[config.mk]
export PLATFORM = sky130hd
export DESIGN_NAME = decoder3to8_pulse_flat
export DESIGN_NICKNAME = d
export VERILOG_FILES = /design/src/rtl/decoder3to8_pulse_pkg.sv /design/src/rtl/decoder3to8_pulse_if.sv /design/src/rtl/decoder3to8_pulse_line_onehot_n.sv /design/src/rtl/decoder3to8_pulse.sv /design/src/flat_wrapper.sv
export SDC_FILE = /design/constraint.sdc
export NUM_CORES = 1
export LEC_CHECK = 0
export CAP_MARGIN = 40
export CORE_AREA = 8 8 70 72
export DETAILED_ROUTE_END_ITERATION = 8
export DIE_AREA = 0 0 78 80
export GPL_TIMING_DRIVEN = 0
export HOLD_SLACK_MARGIN = 0.03
export PLACE_DENSITY = 0.58
export SLEW_MARGIN = 20
export SYNTH_ARGS = -nofsm -noshare
export SYNTH_HDL_FRONTEND = slang
export SYNTH_SLANG_ARGS = --single-unit
[constraint.sdc]
create_clock -name clk -period 4.55 [get_ports clk]
set_clock_uncertainty 0.05 [all_clocks]
set_input_delay 0.91 -clock clk [delete_from_list [all_inputs] [get_ports clk]]
set_output_delay 0.91 -clock clk [all_outputs]
set_load 0.01 [all_outputs]
[src/rtl/decoder3to8_pulse_pkg.sv]
// Shared constants for the 3-to-8 active-low pulse decoder: code fields, FSM encoding, line levels.
package decoder3to8_pulse_pkg;

  typedef logic [3:0] code_t;
  typedef logic [2:0] idx_t;
  typedef logic [8:1] line_t;

  localparam int unsigned CODE_VALID_BIT = 3;
  localparam int unsigned CODE_IDX_MSB   = 2;
  localparam int unsigned CODE_IDX_LSB   = 0;

  localparam logic [1:0] IDLE  = 2'd0;
  localparam logic [1:0] PULSE = 2'd1;
  localparam logic [1:0] GAP   = 2'd2;

  localparam line_t LINE_IDLE = 8'hFF;

endpackage

[src/rtl/decoder3to8_pulse_if.sv]
// Code handshake between an upstream producer and the pulse decoder.
interface decoder3to8_pulse_if;
  import decoder3to8_pulse_pkg::*;

  logic  in_valid;
  logic  in_ready;
  code_t code;

  modport master (
    output in_valid,
    output code,
    input  in_ready
  );

  modport slave (
    input  in_valid,
    input  code,
    output in_ready
  );

endinterface

[src/rtl/decoder3to8_pulse_line_onehot_n.sv]
// Combinational 3-bit index to 8-line active-low one-hot decode (idx 0 -> line_n[1]).
module line_onehot_n
  import decoder3to8_pulse_pkg::*;
(
  input  idx_t  idx,
  output line_t line_n
);

  always_comb begin
    line_n = ~(line_t'(1) << idx);
  end

endmodule

[src/rtl/decoder3to8_pulse.sv]
// Replays a {valid, idx} code as a timed active-low pulse on one line, then holds an idle gap.
module decoder3to8_pulse
  import decoder3to8_pulse_pkg::*;
#(
  parameter int unsigned PULSE_CYCLES = 4,
  parameter int unsigned GAP_CYCLES   = 2,
  parameter int unsigned CNT_W        = 8
) (
  input  logic                clk,
  input  logic                rst,
  decoder3to8_pulse_if.slave  bus,
  output line_t               w_n,
  output logic                busy,
  output logic                done
);

  localparam logic [CNT_W-1:0] PulseLoad = CNT_W'(PULSE_CYCLES - 1);
  localparam logic [CNT_W-1:0] GapLoad   = CNT_W'(GAP_CYCLES - 1);

  logic [1:0]       state_q, state_d;
  logic [CNT_W-1:0] cnt_q, cnt_d;
  code_t            code_q, code_d;
  line_t            w_n_d;
  line_t            line_sel_n;
  logic             busy_d;
  logic             done_d;
  logic             accept;

  assign bus.in_ready = (state_q == IDLE);
  assign accept       = bus.in_valid && bus.in_ready;
  assign code_d       = accept ? bus.code : code_q;

  line_onehot_n u_line (
    .idx    (code_d[CODE_IDX_MSB:CODE_IDX_LSB]),
    .line_n (line_sel_n)
  );

  always_comb begin
    state_d = state_q;
    cnt_d   = cnt_q;
    w_n_d   = w_n;
    done_d  = 1'b0;
    case (state_q)
      IDLE: begin
        if (accept) begin
          // Null codes never touch w_n, so an unknown index cannot leak onto the lines.
          if (code_d[CODE_VALID_BIT]) begin
            state_d = PULSE;
            w_n_d   = line_sel_n;
            cnt_d   = PulseLoad;
          end else begin
            done_d = 1'b1;
          end
        end
      end
      PULSE: begin
        if (cnt_q != '0) begin
          cnt_d = cnt_q - CNT_W'(1);
        end else begin
          w_n_d = LINE_IDLE;
          if (GAP_CYCLES > 0) begin
            state_d = GAP;
            cnt_d   = GapLoad;
          end else begin
            state_d = IDLE;
            done_d  = 1'b1;
          end
        end
      end
      GAP: begin
        if (cnt_q != '0) begin
          cnt_d = cnt_q - CNT_W'(1);
        end else begin
          state_d = IDLE;
          done_d  = 1'b1;
        end
      end
      default: begin
        state_d = IDLE;
        cnt_d   = '0;
        w_n_d   = LINE_IDLE;
      end
    endcase
    busy_d = (state_d != IDLE);
  end

  // Asynchronous reset releases a held line immediately, without waiting for an edge.
  always_ff @(posedge clk or posedge rst) begin
    if (rst) begin
      state_q <= IDLE;
      cnt_q   <= '0;
      code_q  <= '0;
      w_n     <= LINE_IDLE;
      busy    <= 1'b0;
      done    <= 1'b0;
    end else begin
      state_q <= state_d;
      cnt_q   <= cnt_d;
      code_q  <= code_d;
      w_n     <= w_n_d;
      busy    <= busy_d;
      done    <= done_d;
    end
  end

endmodule

[src/flat_wrapper.sv]
// flat-port wrapper written by rule: the top's interface ports become plain ports
module decoder3to8_pulse_flat import decoder3to8_pulse_pkg::*;
#(
  parameter int unsigned PULSE_CYCLES = 4,
  parameter int unsigned GAP_CYCLES   = 2,
  parameter int unsigned CNT_W        = 8
)
  (clk, rst, w_n, busy, done, bus_in_valid, bus_code, bus_in_ready);
  decoder3to8_pulse_if bus_i ();
  input  logic clk;
  input  logic rst;
  output line_t w_n;
  output logic busy;
  output logic done;
  input wire logic [$bits(bus_i.in_valid)-1:0] bus_in_valid;
  input wire logic [$bits(bus_i.code)-1:0] bus_code;
  output wire logic [$bits(bus_i.in_ready)-1:0] bus_in_ready;
  assign bus_i.in_valid = bus_in_valid;
  assign bus_i.code = bus_code;
  assign bus_in_ready = bus_i.in_ready;
  decoder3to8_pulse #(.PULSE_CYCLES(PULSE_CYCLES), .GAP_CYCLES(GAP_CYCLES), .CNT_W(CNT_W)) u_core (.clk(clk), .rst(rst), .bus(bus_i), .w_n(w_n), .busy(busy), .done(done));
endmodule
### Word-level counts from Yosys, hierarchy flattened

Index checks and enable logic that the tools add are counted.

* bits in registers: 24
* bits of input ports: 7
* output and inout port bits: 11
* logic and storage cells: 41

* add/sub/neg operators: 1
* equal/unequal tests: 6
* shift-type cells: 1
* mux-type cells: 19
* bitwise gates (word level): 2
* reduce and logical (&&, ||, !) cells: 6

Operators with widths (number)
* $mux W8: 7
* $pmux W8 S3: 2
* $mux W2: 4
* $not A8 Y8: 1
* $reduce_bool A8 Y1: 1
* $shl A1 B3 Y8 const A: 1
* $sub A8 B1 Y8 const B: 1
* $ne A2 B2 Y1 const B: 3
* $pmux W2 S3: 1
* $mux W4: 1
* $reduce_and A4 Y1: 1
* $mux W1: 3
* $reduce_and A3 Y1: 1
* $eq A2 B1 Y1 const B: 1
* $eq A2 B2 Y1 const B: 1
* $logic_not A2 Y1: 1
* $ne A2 B1 Y1 const B: 1
* $pmux W1 S2: 1
* $reduce_bool A2 Y1: 1
* $logic_and A1 B1 Y1: 1
* $not A1 Y1: 1

### Logic depth before layout (Yosys ltp)

* word-level depth: 8
* gate-level depth with buffers: 7
* mapped depth without buffers: 6

### By module

Synthesis repeated with hierarchy kept, for this count alone.

* cells, all modules: 131
* area total of the unflattened synthesis: 1303.8 sq um

Modules (own cells, without submodules)
* decoder3to8_pulse: instances 1, cells an instance 123, area each 1243.7 sq um, seq. area each 585.6 sq um
* line_onehot_n: instances 1, cells an instance 8, area each 60.1 sq um, seq. area each 0.0 sq um

### Worst setup path before layout

No wires, ideal clock.

* path kind: input-to-reg
* start point: input bus_in_valid
* end point: register u_core.w_n[0]
* setup time: 84 ps
* arrival: 1953 ps
* data required time: 4416 ps
* setup slack: 2463 ps
* cell stages on the path: 4
* path buffers: 0
* path through: nor3b_4 mux2i_1 inv_2 o32a_1

* cells in the longest elaborated chain, start to end: 7
* elaborated cells between the ends (all ways): 10
* classes of those cells: eq/ne: 2; shift: 1; mux: 4; bitwise: 1; reduce/logical: 2

RTL lines
* from (decl): RTL line flat_wrapper.sv:15 `input wire logic [$bits(bus_i.in_valid)-1:0] bus_in_valid;`
* $logic_and A1 B1 Y1: RTL line decoder3to8_pulse.sv:30 `assign accept = bus.in_valid && bus.in_ready;`
* $mux W4: RTL line decoder3to8_pulse.sv:31 `assign code_d = accept ? bus.code : code_q;`
* via u_core.code_d[0]: RTL line decoder3to8_pulse.sv:22 `code_t code_q, code_d;`
* $shl A1 B3 Y8: RTL line decoder3to8_pulse_line_onehot_n.sv:10 `line_n = ~(line_t'(1) << idx);`
* $not A8 Y8: RTL line decoder3to8_pulse_line_onehot_n.sv:10
* $mux W8: RTL line decoder3to8_pulse.sv:47 `if (code_d[CODE_VALID_BIT]) begin`
* $mux W8: RTL line decoder3to8_pulse.sv:45 `if (accept) begin`
* $pmux W8 S3: RTL line decoder3to8_pulse.sv:43 `case (state_q)`
* to (signal assigned): RTL line decoder3to8_pulse.sv:100 `w_n <= w_n_d;`
* to (decl): RTL line decoder3to8_pulse.sv:12 `output line_t w_n,`

The timed path passes the listed nets, and every way through them passes these cells. The select of a mux whose other input is x is not followed.
A chain may end at the register's enable or synchronous reset.

### Worst setup path in the final report

Ends and elaborated chain as after synthesis.

==> metrics.md <==
| Metric | Value |
|---|---|
| Status | `finished, final reports clean` |
| Worst-skew pair later-pin latency | `0.26 ns` |
| Most common cell in the synthesized netlist | `dfrtp_1` |
| Mapped cell area | `1330 sq um` |
| Hold buffers post-CTS | `0` |
| Post-synthesis net count | `134` |
| Max stage delay on crit path | `0.63 ns` |
| Clock transition at path regs | `0.08 ns` |
| CTS Buf Count | `3` |
| Slew Limit Fails | `0` |
| Final Non-Filler Cells | `197` |
| Final #Nets | `157` |
| Final worst slack | `1.84 ns` |
| Clk buf depth | `2` |
| CP max-delay cell | `clkdlybuf4s50_1` |
| Resize count post-CTS | `0` |
| DP Cell Count | `193` |
| Placer Congestion | `0.825` |
| Critical Path Source Type | `input port` |
| Clk root buf | `clkbuf_8` |
| Register-to-Register Path Depth | `7` |
| Initial antenna violation count | `0` |
| Top cells by count, synth | `15 x dfrtp_1, 9 x a21oi_1, 9 x nand2_1` |
| Die Width | `78 um` |
| Dpl cell area | `1570 sq um` |
| Hold path start | `u_core.code_q[2]` |
| Worst slew pin tran | `0.512 ns` |
| Vias in the first global route | `1171` |
| Fmax | `369 MHz` |
| Max_slew headroom | `0.658` |
| Post-DR vias/cell | `5.52` |
| DRT Pass-1 Iters | `4` |
| Final period util | `0.595` |
| Fin Setup TNS | `0 ns` |
| Reg-to-reg slack, setup | `2.40 ns` |
| # IOs | `18` |
| Hpwl dp | `2350 um` |
| Async S/R FF share, synth | `1.00` |
| Area of the multi-input gates | `689 sq um` |
| Post-synth EDFFs | `0` |
| Hold Crit Depth | `1` |
| CTS tree | `yes` |
| Largest net degree at the start of global routing | `16` |
| Cell Pwr Density | `654 nW/um^2` |
| CP Depth | `5` |
| DRT iter0 DRCs | `46` |
| Primary FF master, synth | `dfrtp_1` |
| Leak | `0.594 nW` |
| Critical path, cell by cell | `clkdlybuf4s50_1 > nor3b_4 > mux2i_1 > inv_2 > o32a_1` |
| Row count | `23` |
| Post-DRT Antenna Nets | `0` |
| Largest delay contributor family on the critical path | `buffers and inverters` |
| Hold slack | `0.486 ns` |
| Setup bufs post-CTS | `0` |
| Tot Pwr | `1.06 mW` |
| H-tree Lvls | `1` |
| Synth unique cells | `42` |
| DP Worst Slack | `1.57 ns` |
| RSZ-0062 raised after global routing | `no` |
| Max Cap Viol | `0` |
| CP Class | `in2reg` |
| Synth warn | `0` |
| Peak VDD IR | `0.000271 V` |
| DR DRC count | `0` |
| Avg Cell Area, Syn | `10.6 sq um` |
| CTS sink cnt | `23` |
| Share of cells above drive strength 1 | `0.252` |
| Required @ worst endpoint | `4.69 ns` |
| Post-layout util | `0.420` |
| Die Area | `6240 sq um` |
| Cell count after synthesis | `125` |
| Initial core utilization | `0.344` |
| Port-buffer cells | `17` |
| Synth area leader | `dfrtp_1` |
| Reg area | `586 sq um` |
| CP Launch Point | `bus_in_valid` |
| Register area share after synthesis | `0.442` |
| Core Area | `3860 sq um` |
| Synthesis-to-finish area growth | `22.2%` |
| Post-Layout Inst Area | `1620 sq um` |
| WL per Instance | `15.6 um` |
| Synth Register Bits | `23` |
| Die height | `80 um` |
| Overall Global Routing Usage | `0.107` |
| GRT overflow | `0` |
| Top fanout value on the critical path | `9` |
| Crit. End Element | `register` |
| Synth top area cells | `dfrtp_1 28%, dfstp_2 16%, mux2_2 5.1%` |
| Final Hold Viols | `0` |
| Buffer and inverter count on the worst path | `2` |
| Period minus WS final | `2.71 ns` |
| Number of setup violations in the final report | `0` |
| Filler cells | `397` |
| ANT cells | `0` |
| Routed wire length | `3080 um` |
| WP data arrival | `2.85 ns` |
| First-pass GRT wire length | `5500 um` |
| Reg-to-reg critical path startpoint | `u_core.cnt_q[0]` |
| Worst Hold Class | `reg2reg` |
| Share of the synthesized area in the top cell type | `0.283` |
| Vias | `1087` |
## kinds of logic after synthesis
| group | Yosys count | share of synthesized area |
|---|---|---|
| AND/OR/NAND/NOR | 42 | 0.214 |
| AO/OA/AOI/OAI | 39 | 0.221 |
| flip-flops | 23 | 0.442 |
| multiplexers | 8 | 0.0660 |
| adder cells (fa/ha/maj) | 2 | 0.0189 |
| buffers and inverters | 11 | 0.0387 |
## worst reg2reg max path: stages, from the launching register on
cell and delay [ns]:
dfrtp_1 0.43, inv_1 0.10, ha_1 0.16, nor3b_1 0.45, a211oi_2 0.20, nor2_4 0.17
buf_6 0.17, mux2_2 0.34
## per-layer routing
metal  part of all wire  GRT usage  up-vias
met5                  0          0        -
met4              0.014     0.0481        0
li1                   -          -      513
met2               0.52      0.194       27
met3              0.044     0.0270        6
met1               0.42      0.115      541
## final cells by class
cell class | count | share of cell area
Clock buffer | 3 | 0.0255
Clock inverter | 1 | 0.00309
Tap cell | 50 | 0.0386
Buffer | 5 | 0.0178
Inverter | 6 | 0.0139
Multi-Input combinational cell | 91 | 0.425
Sequential cell | 23 | 0.361
Timing Repair Buffer | 18 | 0.114
## final timing paths
path	endpoint
setup reg to reg	u_core.w_n[5]
hold / removal	u_core.code_q[2]
max in group asynchronous	u_core.w_n[1]
min in group asynchronous	u_core.cnt_q[6]
setup / recovery	u_core.w_n[0]
hold reg to reg	u_core.code_q[2]
## report_power, final
| group | total (mW) | internal [mW] | switching (mW) | leakage, nW |
|---|---|---|---|---|
| combinational | 0.577 | 0.262 | 0.316 | 0.297 |
| clock | 0.126 | 0.0611 | 0.0645 | 0.0255 |
| sequential | 0.357 | 0.291 | 0.0668 | 0.271 |
| total | 1.06 | 0.613 | 0.447 | 0.594 |
## layout by cell type (no fill, tap or decap), drive strengths merged, types with 5 or more instances in the layout
cell,instances
nand3,6
clkdlybuf4s50,17
mux2,6
dfrtp,15
clkbuf,5
o211ai,6
a21oi,9
nand2,9
nor2,7
o21ai,5
dfstp,8
inv,6
## state kept, by name (all words and copies together) (netlist names)
| register | flops |
|---|---|
| u_core.cnt_q | 8 |
| u_core.busy | 1 |
| u_core.state_q | 2 |
| u_core.done | 1 |
| u_core.w_n | 8 |
| u_core.code_q | 3 |
Power figures use the tool's default switching activity.
